`config.mk`:
```
export PLATFORM = sky130hd
export DESIGN_NAME = multicycle_control_fsm
export DESIGN_NICKNAME = d
export VERILOG_FILES = /design/src/rtl/arm_mc_pkg.sv /design/src/rtl/multicycle_control_fsm_cond_check.sv /design/src/rtl/multicycle_control_fsm.sv
export SDC_FILE = /design/constraint.sdc
export NUM_CORES = 1
export LEC_CHECK = 0
export CORE_MARGIN = 1.5
export CORE_UTILIZATION = 37
export DETAILED_ROUTE_END_ITERATION = 7
export PLACE_DENSITY = 0.76
export SLEW_MARGIN = 20
export SYNTH_ARGS = -nofsm -noshare
export SYNTH_HDL_FRONTEND = slang
export SYNTH_SLANG_ARGS = --single-unit
```
`constraint.sdc`:
```
create_clock -name clk -period 1.4 [get_ports clk]
set_input_delay 0.28 -clock clk [delete_from_list [all_inputs] [get_ports clk]]
set_output_delay 0.28 -clock clk [all_outputs]
set_load 0.02 [all_outputs]
```
`src/rtl/arm_mc_pkg.sv`:
```
// Shared encodings for the multicycle ARM control unit: FSM states, instruction
// fields, condition codes and datapath select values.
package arm_mc_pkg;

  localparam logic [3:0] ST_FETCH  = 4'd0;
  localparam logic [3:0] ST_DECODE = 4'd1;
  localparam logic [3:0] ST_MEMADR = 4'd2;
  localparam logic [3:0] ST_MEMRD  = 4'd3;
  localparam logic [3:0] ST_MEMWB  = 4'd4;
  localparam logic [3:0] ST_MEMWR  = 4'd5;
  localparam logic [3:0] ST_EXECR  = 4'd6;
  localparam logic [3:0] ST_EXECI  = 4'd7;
  localparam logic [3:0] ST_ALUWB  = 4'd8;
  localparam logic [3:0] ST_BRANCH = 4'd9;

  typedef enum logic [3:0] {
    S_FETCH  = ST_FETCH,
    S_DECODE = ST_DECODE,
    S_MEMADR = ST_MEMADR,
    S_MEMRD  = ST_MEMRD,
    S_MEMWB  = ST_MEMWB,
    S_MEMWR  = ST_MEMWR,
    S_EXECR  = ST_EXECR,
    S_EXECI  = ST_EXECI,
    S_ALUWB  = ST_ALUWB,
    S_BRANCH = ST_BRANCH
  } state_e;

  localparam logic [1:0] OP_DP  = 2'b00;
  localparam logic [1:0] OP_MEM = 2'b01;
  localparam logic [1:0] OP_BR  = 2'b10;

  localparam logic [3:0] CMD_AND = 4'b0000;
  localparam logic [3:0] CMD_SUB = 4'b0010;
  localparam logic [3:0] CMD_ADD = 4'b0100;
  localparam logic [3:0] CMD_CMP = 4'b1010;
  localparam logic [3:0] CMD_ORR = 4'b1100;

  localparam logic [3:0] COND_EQ = 4'b0000;
  localparam logic [3:0] COND_NE = 4'b0001;
  localparam logic [3:0] COND_CS = 4'b0010;
  localparam logic [3:0] COND_CC = 4'b0011;
  localparam logic [3:0] COND_MI = 4'b0100;
  localparam logic [3:0] COND_PL = 4'b0101;
  localparam logic [3:0] COND_VS = 4'b0110;
  localparam logic [3:0] COND_VC = 4'b0111;
  localparam logic [3:0] COND_HI = 4'b1000;
  localparam logic [3:0] COND_LS = 4'b1001;
  localparam logic [3:0] COND_GE = 4'b1010;
  localparam logic [3:0] COND_LT = 4'b1011;
  localparam logic [3:0] COND_GT = 4'b1100;
  localparam logic [3:0] COND_LE = 4'b1101;
  localparam logic [3:0] COND_AL = 4'b1110;

  localparam logic [1:0] SRCA_RD1    = 2'b00;
  localparam logic [1:0] SRCA_PC     = 2'b01;
  localparam logic [1:0] SRCA_ALUOUT = 2'b10;

  localparam logic [1:0] SRCB_RD2  = 2'b00;
  localparam logic [1:0] SRCB_EXT  = 2'b01;
  localparam logic [1:0] SRCB_FOUR = 2'b10;

  localparam logic [1:0] RES_ALUOUT = 2'b00;
  localparam logic [1:0] RES_DATA   = 2'b01;
  localparam logic [1:0] RES_ALURES = 2'b10;

  localparam logic [1:0] ALU_ADD = 2'b00;
  localparam logic [1:0] ALU_SUB = 2'b01;
  localparam logic [1:0] ALU_AND = 2'b10;
  localparam logic [1:0] ALU_ORR = 2'b11;

  function automatic logic [1:0] alu_decode(input logic [3:0] cmd);
    case (cmd)
      CMD_ADD: alu_decode = ALU_ADD;
      CMD_SUB: alu_decode = ALU_SUB;
      CMD_CMP: alu_decode = ALU_SUB;
      CMD_AND: alu_decode = ALU_AND;
      CMD_ORR: alu_decode = ALU_ORR;
      default: alu_decode = ALU_ADD;
    endcase
  endfunction

endpackage

```
`src/rtl/multicycle_control_fsm_cond_check.sv`:
```
// Condition-code evaluator: decides whether an instruction's cond field passes
// against the current {N,Z,C,V} flag register.
module cond_check
  import arm_mc_pkg::*;
(
  input  logic [3:0] cond,
  input  logic [3:0] flags,
  output logic       cond_ex
);

  logic n, z, c, v;

  assign {n, z, c, v} = flags;

  always_comb begin
    cond_ex = 1'b0;
    case (cond)
      COND_EQ: cond_ex = z;
      COND_NE: cond_ex = ~z;
      COND_CS: cond_ex = c;
      COND_CC: cond_ex = ~c;
      COND_MI: cond_ex = n;
      COND_PL: cond_ex = ~n;
      COND_VS: cond_ex = v;
      COND_VC: cond_ex = ~v;
      COND_HI: cond_ex = c & ~z;
      COND_LS: cond_ex = ~c | z;
      COND_GE: cond_ex = (n == v);
      COND_LT: cond_ex = (n != v);
      COND_GT: cond_ex = ~z & (n == v);
      COND_LE: cond_ex = z | (n != v);
      COND_AL: cond_ex = 1'b1;
      default: cond_ex = 1'b0;
    endcase
  end

endmodule

```
`src/rtl/multicycle_control_fsm.sv`:
```
// Multicycle ARM control unit: Moore main FSM, ALU decode, flag register and
// condition-gated write enables for PC, register file and data memory.
module multicycle_control_fsm
  import arm_mc_pkg::*;
#(
  parameter logic [3:0] FLAG_RST = 4'b0000
) (
  input  logic        clk,
  input  logic        reset,
  input  logic [19:0] Instr,
  input  logic [3:0]  ALUFlags,
  output logic        PCWrite,
  output logic        MemWrite,
  output logic        RegWrite,
  output logic        IRWrite,
  output logic        AdrSrc,
  output logic [1:0]  RegSrc,
  output logic [1:0]  ALUSrcA,
  output logic [1:0]  ALUSrcB,
  output logic [1:0]  ResultSrc,
  output logic [1:0]  ImmSrc,
  output logic [1:0]  ALUControl
);

  logic [3:0] cond;
  logic [1:0] op;
  logic       i_bit;
  logic [3:0] cmd;
  logic       s_bit;
  logic       unused_instr_low;

  assign cond             = Instr[19:16];
  assign op               = Instr[15:14];
  assign i_bit            = Instr[13];
  assign cmd              = Instr[12:9];
  assign s_bit            = Instr[8];
  assign unused_instr_low = ^Instr[7:0];

  state_e     state_q, state_d;
  state_e     out_st;
  logic [3:0] flags_q;
  logic       cond_q;
  logic       cond_ex;

  logic       next_pc, branch, reg_w, mem_w, ir_w;
  logic       is_cmp, no_write, in_exec, flag_upd, arith_cmd;

  cond_check u_cond_check (
    .cond    (cond),
    .flags   (flags_q),
    .cond_ex (cond_ex)
  );

  always_ff @(posedge clk) begin
    if (reset) begin
      state_q <= S_FETCH;
    end else begin
      state_q <= state_d;
    end
  end

  always_comb begin
    state_d = state_q;
    case (state_q)
      S_FETCH:  state_d = S_DECODE;
      S_DECODE: begin
        case (op)
          OP_DP:   state_d = i_bit ? S_EXECI : S_EXECR;
          OP_MEM:  state_d = S_MEMADR;
          OP_BR:   state_d = S_BRANCH;
          default: state_d = S_FETCH;
        endcase
      end
      S_MEMADR: state_d = s_bit ? S_MEMRD : S_MEMWR;
      S_MEMRD:  state_d = S_MEMWB;
      S_EXECR:  state_d = S_ALUWB;
      S_EXECI:  state_d = S_ALUWB;
      default:  state_d = S_FETCH;
    endcase
  end

  // Condition is frozen at DECODE so a flag update in EXEC cannot cancel its own writeback.
  always_ff @(posedge clk) begin
    if (reset) begin
      cond_q <= 1'b0;
    end else if (state_q == S_DECODE) begin
      cond_q <= cond_ex;
    end
  end

  assign is_cmp    = (op == OP_DP) && (cmd == CMD_CMP);
  assign no_write  = is_cmp;
  assign in_exec   = (state_q == S_EXECR) || (state_q == S_EXECI);
  assign flag_upd  = in_exec && cond_q && (s_bit || is_cmp);
  assign arith_cmd = (cmd == CMD_ADD) || (cmd == CMD_SUB) || (cmd == CMD_CMP);

  always_ff @(posedge clk) begin
    if (reset) begin
      flags_q <= FLAG_RST;
    end else if (flag_upd) begin
      flags_q[3:2] <= ALUFlags[3:2];
      if (arith_cmd) begin
        flags_q[1:0] <= ALUFlags[1:0];
      end
    end
  end

  // During reset the selects decode as FETCH; write enables are masked below.
  always_comb begin
    out_st     = reset ? S_FETCH : state_q;
    next_pc    = 1'b0;
    branch     = 1'b0;
    reg_w      = 1'b0;
    mem_w      = 1'b0;
    ir_w       = 1'b0;
    AdrSrc     = 1'b0;
    ALUSrcA    = SRCA_RD1;
    ALUSrcB    = SRCB_RD2;
    ResultSrc  = RES_ALUOUT;
    ALUControl = ALU_ADD;
    case (out_st)
      S_FETCH: begin
        ir_w      = 1'b1;
        next_pc   = 1'b1;
        ALUSrcA   = SRCA_PC;
        ALUSrcB   = SRCB_FOUR;
        ResultSrc = RES_ALURES;
      end
      S_DECODE: begin
        ALUSrcA   = SRCA_PC;
        ALUSrcB   = SRCB_FOUR;
        ResultSrc = RES_ALURES;
      end
      S_MEMADR: begin
        ALUSrcA = SRCA_RD1;
        ALUSrcB = SRCB_EXT;
      end
      S_MEMRD: AdrSrc = 1'b1;
      S_MEMWB: begin
        ResultSrc = RES_DATA;
        reg_w     = 1'b1;
      end
      S_MEMWR: begin
        AdrSrc = 1'b1;
        mem_w  = 1'b1;
      end
      S_EXECR: begin
        ALUSrcB    = SRCB_RD2;
        ALUControl = alu_decode(cmd);
      end
      S_EXECI: begin
        ALUSrcB    = SRCB_EXT;
        ALUControl = alu_decode(cmd);
      end
      S_ALUWB: begin
        ResultSrc = RES_ALUOUT;
        reg_w     = 1'b1;
      end
      S_BRANCH: begin
        ALUSrcA   = SRCA_ALUOUT;
        ALUSrcB   = SRCB_EXT;
        ResultSrc = RES_ALURES;
        branch    = 1'b1;
      end
      default: ;
    endcase
  end

  assign PCWrite  = ~reset & (next_pc | (branch & cond_q));
  assign RegWrite = ~reset & reg_w & cond_q & ~no_write;
  assign MemWrite = ~reset & mem_w & cond_q;
  assign IRWrite  = ~reset & ir_w;

  assign RegSrc = {op == OP_MEM, op == OP_BR};
  assign ImmSrc = op;

endmodule

```
==> out/metrics.yaml, run 1 <==
status: "finished with violations"
violations: "setup timing"
multi_input_area_sq_um: 831
register_area_sq_um: 196
drc: 0
fillerInstances: 174
numClockSinks: 9
synthToLayoutAreaGrowth_pct: 88.1
vias: 1181
max_slew_margin: 0.754
fmax_mhz: 582
path_cells: "buf_4 -> buf_4 -> nor2_2 -> o21ai_2 -> a21oi_2 -> buf_6"
hpwl_um: 2380
synth.avg_cell_area_sq_um: 7.41
crit_buf_inv: 3
cts_root_buf: "clkbuf_4"
synth_area_leaders: "dfxtp_1, a21oi_1, o21ai_0, nand3_1, nor2b_1"
clk_pin_slew_ps: 70
synth_top_area_cell: "dfxtp_1"
core_sq_um: 2300
synthFlopType: "dfxtp_1"
cts_inserted_buffers: 3
synth_nets: 151
grt_pass1_wl_um: 5110
routedWlPerCell_um: 15.4
power.density_nw_per_um2: 549
synth_cell_types: 44
clk-insertion-delay-late_ps: 270
setup_tns_ps: -2980
finalCriticalPeriod_ps: 1720
gr-total-overflow: 0
crit_slowest_cell: "dfxtp_4"
htree_num_levels: 1
critPathArrivalTime_ps: 1440
path_common_cell: "buf_4"
synthCells: 125
ys_async_sr_fraction: 0
critPathKind: "flop to output port"
ctsHoldBuffers: 0
synth-edff-count: 0
die_area_sq_um: 2810
cpLargestDelayFamily: "buffers and inverters"
synth_common_cells: "a21oi_1, dfxtp_1, o21ai_0, nand3_1, nor2_1"
startpoint_type: "flop"
synth_seq_cells: 9
hp-class: "flop to flop"
die_x_um: 53.0
setup_violations: 14
hold_viol: 0
gp_congestion: 0.838
initial_utilization: 0.403
io_pins: 43
antennaDiodeCount: 0
rows: 17
antenna_found_initial: 0
final_net_count: 217
firstDrtPassIters: 4
place_ws_ps: -815
period_share: 1.23
layout-drive-gt1-share: 0.511
grt_max_degree: 9
drv_slew: 0
viasPerCell: 5.42
timing.critical_path.required_ps: 1120
ant_nets: 0
ys_warn_count: 0
synth_area_sq_um: 926
grt_usage: 0.246
grt_pass1_vias: 1179
routed_wirelength_um: 3350
clk_path_buf_depth: 2
worst_slack_ps: -318
io_buffers: 34
worstPathMaxFanout: 6
p_leak_nw: 0.762
fin_hold_ws_ps: 507
cp-end-kind: "output port"
cts_tree: "yes"
synth_top_area_frac: 0.195
peakVddDrop_uv: 502
cap_violations: 0
fin_skew_ps: 4.22
max_stage_delay_ps: 370
drt_iter0_markers: 16
tightest_slew_ps: 365
rsz0062_at_grt: "yes"
die_h_um: 53.0
seq_area_frac_synth: 0.195
[cell usage in the layout (no fill, tap or decap), types with 4 or more instances in the layout]
cell              n
nor2_1            5
clkdlybuf4s50_1   7
dlygate4sd2_1     9
dfxtp_4           4
o21ai_1           4
a21oi_1           7
inv_1             4
dfxtp_1           4
nand3_1           8
buf_4            37
buf_6            12
o21ai_0           4
[metrics by stage]
stage | utilization | instances | total power, mW | instance area (sq um)
5_1_grt | 0.758 | 218 | 1.01 | 1740
2_1_floorplan | - | 125 | 0.472 | 987
6_report | 0.758 | 218 | 0.956 | 1740
3_3_place_gp | 0.667 | 210 | 0.662 | 1530
3_5_place_dp | 0.667 | 210 | 0.671 | 1530
4_1_cts | 0.720 | 217 | 0.910 | 1650
[where the power goes]
group	internal, mW	switching [mW]	total, mW
logic	0.243	0.213	0.456
clock network	0.111	0.107	0.217
registers	0.266	0.0167	0.282
[routing by layer]
metal | vias up | track usage | part of all wire
li1 | 586 | - | -
met1 | 558 | 0.288 | 0.41
met2 | 33 | 0.450 | 0.53
met3 | 4 | 0.0678 | 0.044
met4 | 0 | 0.0385 | 0.016
met5 | - | 0 | 0
[worst paths after layout]
path	slack, ps	cells after the start	end	startpoint
max	-320	6	ALUSrcB[0]	state_q[1]
min	510	2	flags_q[1]	flags_q[1]
max reg2reg	-30	5	cond_q	state_q[0]
min reg2reg	510	2	flags_q[1]	flags_q[1]
[worst reg2reg max path: stages, from the launching register on]
cell      delay, ps
dfxtp_4         370
buf_6           110
nand2b_4         70
buf_6           120
or2b_1          230
o41a_1          410
[final cells by class]
class,count,share of cell area
clock buffer,4,0.0151
inverter,5,0.0108
multi-input combinational,100,0.477
sequential,9,0.113
tap,28,0.0201
timing repair buffer,72,0.364
[cell families (layout without fill, tap and decap cells)]
kind of cell / Yosys count / after routing / synth area share
DFF: 9 / 9 / 0.195
buffers and inverters: 16 / 81 / 0.107
muxes: 1 / 1 / 0.0108
AOI/OAI and AO/OA: 33 / 33 / 0.235
and+or+nand+nor: 60 / 60 / 0.396
xor gates and xnor gates: 6 / 6 / 0.0568
[timing repair]
item	CTS	global route
endpoints found under the setup margin	23	18
gates resized for setup	114	25
setup buffers	3	1
pin swaps	7	4
[sequential cells by signal, indices dropped and copies added, names as in the netlist]
name     flops
cond_q       1
flags_q      4
state_q      4
No activity file was read; power rests on OpenSTA's default activity.
==> run 2: changes to the inputs <==
Settings changed: ABC_CLOCK_PERIOD_IN_PS set to 1400.
==> results of run 2 <==
Final layout, timing and power as in run 1 (identical DEF).
